===== src/rtl/flow_ctrl_pkg.sv =====
// Shared definitions for the FIFO flow-control state machine.
// Holds the state width and the state enumeration so the design and any
// debug tooling agree on the binary encoding of each state.
package flow_ctrl_pkg;

   localparam int STATE_W = 3;

   // Binary state encoding; values 5..7 are unused and treated as illegal
   typedef enum logic [STATE_W-1:0] {
      RESET  = 3'd0,
      IDLE   = 3'd1,
      ACTIVE = 3'd2,
      PAUSE  = 3'd3,
      ERROR  = 3'd4
   } flowState_t;

endpackage


===== src/rtl/flow_ctrl_fsm.sv =====
// Flow-control state machine for the FIFO datapath.
// Watches the FIFO fill flags plus a start request and tells the upstream
// source whether it may keep writing (continuar), must hold (pausa), has
// overflowed (error_full), or is waiting to be started (idle).
// Moore machine: the status outputs depend only on the state register, so
// each one changes exactly one clock edge after the flag that caused it.
// Optional build macro FLOW_CTRL_STATE_OUT_EN adds a debug port state_o that
// mirrors the state register.
module flow_ctrl_fsm
   import flow_ctrl_pkg::*;
#(
   parameter bit IDLE_ON_EMPTY = 1'b1
) (
   input  logic clk,
   input  logic reset,
   input  logic iniciar,
   input  logic almost_full,
   input  logic full,
   input  logic almost_empty,
   input  logic empty,
   output logic continuar,
   output logic pausa,
   output logic error_full,
   output logic idle
`ifdef FLOW_CTRL_STATE_OUT_EN
   ,
   output logic [STATE_W-1:0] state_o
`endif
);

   flowState_t stateReg;
   flowState_t stateNext;

   // State register. Reset is asynchronous so that all status outputs drop
   // the moment reset rises, even from the sticky ERROR state, without
   // waiting for a clock edge.
   always_ff @(posedge clk or posedge reset) begin
      if (reset) begin
         stateReg <= RESET;
      end else begin
         stateReg <= stateNext;
      end
   end

   // Next-state logic. Within each state the checks are ordered so the first
   // match wins: full always beats almost_full and empty, which is what keeps
   // an overflow from being masked by a simultaneous pause or drain. In IDLE
   // only iniciar matters; the fill flags are first looked at from ACTIVE on
   // the following edge. ERROR is sticky until reset. Any unused encoding
   // falls back to RESET so the machine always recovers.
   always_comb begin
      stateNext = stateReg;
      case (stateReg)
         RESET: begin
            stateNext = IDLE;
         end
         IDLE: begin
            if (iniciar) begin
               stateNext = ACTIVE;
            end
         end
         ACTIVE: begin
            if (full) begin
               stateNext = ERROR;
            end else if (almost_full) begin
               stateNext = PAUSE;
            end else if (empty && IDLE_ON_EMPTY) begin
               stateNext = IDLE;
            end
         end
         PAUSE: begin
            if (full) begin
               stateNext = ERROR;
            end else if (almost_empty || empty) begin
               stateNext = ACTIVE;
            end
         end
         ERROR: begin
            stateNext = ERROR;
         end
         default: begin
            stateNext = RESET;
         end
      endcase
   end

   // Output decode straight from the state register. Exactly one status line
   // is high in every legal non-RESET state; RESET and any unused encoding
   // drive all four low.
   always_comb begin
      continuar  = 1'b0;
      pausa      = 1'b0;
      error_full = 1'b0;
      idle       = 1'b0;
      case (stateReg)
         IDLE:    idle       = 1'b1;
         ACTIVE:  continuar  = 1'b1;
         PAUSE:   pausa      = 1'b1;
         ERROR:   error_full = 1'b1;
         default: begin
            continuar  = 1'b0;
            pausa      = 1'b0;
            error_full = 1'b0;
            idle       = 1'b0;
         end
      endcase
   end

`ifdef FLOW_CTRL_STATE_OUT_EN
   // Debug view of the raw state encoding
   always_comb begin
      state_o = stateReg;
   end
`endif

endmodule


===== config.mk =====
export PLATFORM = sky130hd
export DESIGN_NAME = flow_ctrl_fsm
export DESIGN_NICKNAME = d
export VERILOG_FILES = /design/src/rtl/flow_ctrl_pkg.sv /design/src/rtl/flow_ctrl_fsm.sv
export SDC_FILE = /design/constraint.sdc
export NUM_CORES = 1
export LEC_CHECK = 0
export ABC_AREA = 1
export CORE_AREA = 2 2 39 41
export DETAILED_ROUTE_END_ITERATION = 8
export DIE_AREA = 0 0 41 43
export DONT_BUFFER_PORTS = 1
export GPL_ROUTABILITY_DRIVEN = 0
export GPL_TIMING_DRIVEN = 0
export PLACE_DENSITY = 0.34
export REMOVE_ABC_BUFFERS = 1
export SYNTH_ARGS = -nofsm -noshare
export SYNTH_HDL_FRONTEND = slang
export SYNTH_SLANG_ARGS = --single-unit

===== constraint.sdc =====
create_clock -name clk -period 1.3 [get_ports clk]
set_clock_uncertainty 0.15 [all_clocks]
set_input_delay 0.39 -clock clk [delete_from_list [all_inputs] [get_ports clk]]
set_output_delay 0.39 -clock clk [all_outputs]
set_load 0.01 [all_outputs]

---- Yosys cells after proc, flatten, opt, wreduce, memory -nomap -nowiden ----
Cells that the tools add are included.
cells by class
  add/sub/neg operators ................... 0
  multiply operators ...................... 0
  div/mod/pow operators ................... 0
  order comparisons ....................... 0
  equal/unequal tests ..................... 7
  shifts and indexed selects .............. 0
  muxes and demuxes ....................... 11
  bitwise operators ....................... 0
  reductions and logical operators ........ 3
operator list
  cell                                                                    count
  3-bit 2-to-1 mux                                                        6
  3-bit one-hot mux with 5 select lines                                   1
  3-bit by 2-bit equality test with 1-bit output (second input constant)  2
  1-bit 2-to-1 mux                                                        4
  4-bit != test (second input constant)                                   1
  3-bit by 1-bit equality test with 1-bit output (second input constant)  1
  3-bit equality test (second input constant)                             1
  3-bit zero test                                                         1
  3-bit != test (second input constant)                                   1
  3-bit AND reduction                                                     1
  2-bit != test (second input constant)                                   1
  1-bit logical OR                                                        1
storage, ports and cells
  register bits ........................... 3
  latch bits .............................. 0
  memory bits (writable) .................. 0
  ROM bits ................................ 0
  input bits .............................. 7
  output and inout port bits .............. 4
  word-level logic and storage cells ...... 22
  memories kept ........................... 0

---- Longest topological paths before layout ----
  depth after elaboration ................. 4
  gate-level depth with buffers ........... 6
  mapped depth without buffers ............ 6

---- Worst setup path after synthesis ----
Ideal clock, no wire load.
  path kind ............................... flip-flop to output port
  from .................................... register stateReg[0]
  to ...................................... output error_full
  arrival ................................. 714 ps
  required time ........................... 760 ps
  path slack .............................. 46 ps
  cell stages (with the launch flop) ...... 4
  buffers on the path ..................... 0
  cells stage by stage .................... dfrtp_1 inv_1 nand2_1 nor2_1
on the way
  word-level cells in the longest chain between the ends .. 2
ends and longest elaborated chain
  what                      line                 RTL
  start: declaration        flow_ctrl_fsm.sv:31  flowState_t stateReg;
  start signal: assignment  flow_ctrl_fsm.sv:41  stateReg <= stateNext;
  3-bit equality test       flow_ctrl_fsm.sv:95  case (stateReg)
  1-bit 2-to-1 mux          flow_ctrl_fsm.sv:95
  end: declaration          flow_ctrl_fsm.sv:23  output logic error_full,
No other way between the ends.

---- Worst setup path in the final report ----
  from .................................... register stateReg[1]
  to ...................................... output continuar
on the way
  word-level cells in the longest chain between the ends .. 2
ends and longest elaborated chain
  what                                            line                 RTL
  3-bit by 2-bit equality test with 1-bit output  flow_ctrl_fsm.sv:95
  1-bit 2-to-1 mux                                flow_ctrl_fsm.sv:95
  end: declaration                                flow_ctrl_fsm.sv:21  output logic continuar,
No other way between the ends.

==> impl_metrics.json <==
{
  "die_area_sq_um": 1760,
  "cp-end-kind": "output port",
  "cts.sinks": 3,
  "critPathMaxFanout": 4,
  "synth_cell_types": 12,
  "grt_pass1_vias": 260,
  "firstDrtPassIters": 1,
  "placementRows": 14,
  "drc": 0,
  "r2r_setup_slack_ps": -30,
  "diodes": 0,
  "failed_checks": "negative setup slack",
  "power_frac_clock": 0.182,
  "top_register": "stateReg",
  "p_int_w": 0.000485,
  "grt_max_degree": 6,
  "synthToLayoutAreaGrowth_pct": 59.5,
  "synth_seq_cells": 3,
  "cts_buffers": 3,
  "cts_max_level": 1,
  "min_path_cells": 2,
  "total_power_w": 0.000879,
  "setup_viol": 6,
  "chipWidth_um": 41,
  "critPathLaunchType": "flop",
  "largest_register_ffs": 3,
  "layout.nets": 57,
  "grtUsageTotal": 0.0847,
  "antenna_found_initial": 0,
  "switching_share": 0.449,
  "worst_pin_slew_ps": 257,
  "grt_pass1_wl_um": 883,
  "outcome": "finished, violations left",
  "p_comb_frac": 0.534,
  "hold_viol": 0,
  "top_regs": "stateReg: 3 flops",
  "root_buffer": "clkbuf_4",
  "peakVddDrop_v": 0.000593,
  "cts.clk_slew.worst_paths_ps": 40,
  "synth_top_area_frac": 0.316,
  "hp-start": "full",
  "final_common_cell": "nor2_1",
  "synth_area_sq_um": 238,
  "die_y_um": 43,
  "finalCritPeriodShare": 1.18,
  "synthTopCellsByArea": "dfrtp_1 (32%), nor2_1 (16%), nand2_1 (11%)",
  "fin_ws_ps": -236,
  "slew_headroom": 0.828,
  "synth_cells": 38,
  "r2r-end": "stateReg[0]",
  "cts_buffer_depth": 2,
  "worstSetupPathType": "flop to output port",
  "yosys_warnings": 0,
  "start_util": 0.172,
  "final-max-slew-violation-count": 0,
  "via_per_inst": 4.25,
  "dp_hpwl_um": 427,
  "worstSkewPairLatency_ps": 230,
  "rsz0062_at_grt": "true",
  "design.core.area_sq_um": 1380,
  "via_count": 276,
  "period_needed_ps": 1540,
  "reg2regPathDepth": 4,
  "clock.fmax_mhz": 651,
  "worst_ep_arrival_time_ps": 1000,
  "drive_above_1_share": 0.490,
  "fin_tns_setup_ps": -830,
  "hold-path-endpoint": "stateReg[2]",
  "cts_tree": "yes",
  "synth_top_area_cell": "dfrtp_1",
  "p_leak_nw": 0.175,
  "layout_common_cells": "nor2_1 (7), buf_4 (6), nand2_1 (5), inv_1 (4), nand3_1 (4)",
  "wl_per_cell_um": 10.1,
  "fin_cells": 65,
  "final_antenna_net_count": 0,
  "hold_path.class": "input pin to flop",
  "worstPathRequired_ps": 760,
  "io_buffer_count": 0,
  "drt_iter0_drc": 0,
  "avgSynthCellArea_sq_um": 6.26,
  "gr-total-overflow": 0,
  "r2r_start": "stateReg[1]",
  "seqPwrFrac": 0.284,
  "ios": 11,
  "routed_wl_um": 655,
  "switchingPower_w": 0.000394,
  "ys_seq_area_frac": 0.316,
  "powerDensity_nw_per_um2": 2320,
  "dp_cells": 54,
  "cap_viol_max_count": 0
}
## what timing repair did
item | CTS | global route
endpoints found under the setup margin | 6 | 6
setup buffers | 4 | 2
pin swaps | 1 | 2
endpoints found under the hold margin | 3 | 0
hold buffers | 1 | 0
gates resized for setup | 10 | 5
## metrics by stage
stage | instance area (sq um) | utilization | setup slack (ps) | hold slack [ps]
finish | 379 | 0.274 | -236 | 151
global route | 379 | 0.274 | -280 | 156
CTS | 348 | 0.251 | -213 | 146
detailed placement | 258 | 0.186 | -68.4 | 11.9
global placement | 258 | 0.186 | -78.2 | 8.30
floorplan | 238 | - | 45.8 | -6.36
## worst max-delay path, cell delays in order (launching register included)
cell and delay (ps):
dfrtp_2 420, inv_4 60, nor3_4 280
## metal layers
metal / up-vias / share of wire / track usage
met5: - / 0 / 0
met4: 0 / 0 / 0.0800
met3: 0 / 0.090 / 0.0681
met2: 7 / 0.56 / 0.138
met1: 127 / 0.34 / 0.0489
li1: 142 / - / -
## power by group through the flow
stage	Sequential, W	Clock, W	Combinational (W)
after floorplan	0.000185	0	0.000221
after global placement	0.000196	0	0.000273
after detailed placement	0.000193	0	0.000265
after CTS	0.000219	0.000170	0.000402
after global routing	0.000260	0.000181	0.000513
final	0.000250	0.000160	0.000469
## cell usage after synthesis (all sizes together)
| cell type | count |
|---|---|
| a21boi | 1 |
| a21oi | 1 |
| dfrtp | 3 |
| inv | 8 |
| nand2 | 7 |
| nand3 | 5 |
| nor2 | 10 |
| nor3 | 1 |
| o211ai | 1 |
| o21ai | 1 |
## area by class of cell
type                       count  area, sq um
multi-input combinational     27          166
timing repair buffer           7         55.1
fill                         155         1000
sequential                     3         78.8
inverter                       8         32.5
clock buffer                   4         26.3
tap                           16         20.0
## cells by family after synthesis
family | Yosys count | share of synthesized area
simple gates | 23 | 0.437
buf+inv | 8 | 0.126
compound gates | 4 | 0.121
flops | 3 | 0.316
## how the worst max path moves through the flow
| stage | depth (start not counted) | endpoint | from |
|---|---|---|---|
| detailed placement | 4 | stateReg[1] | stateReg[2] |
| global placement | 4 | stateReg[1] | stateReg[2] |
| CTS | 3 | idle | stateReg[2] |
| finish | 2 | continuar | stateReg[1] |
| global route | 2 | continuar | stateReg[1] |
| floorplan | 3 | error_full | stateReg[0] |
(Power assumes the default switching activity.)
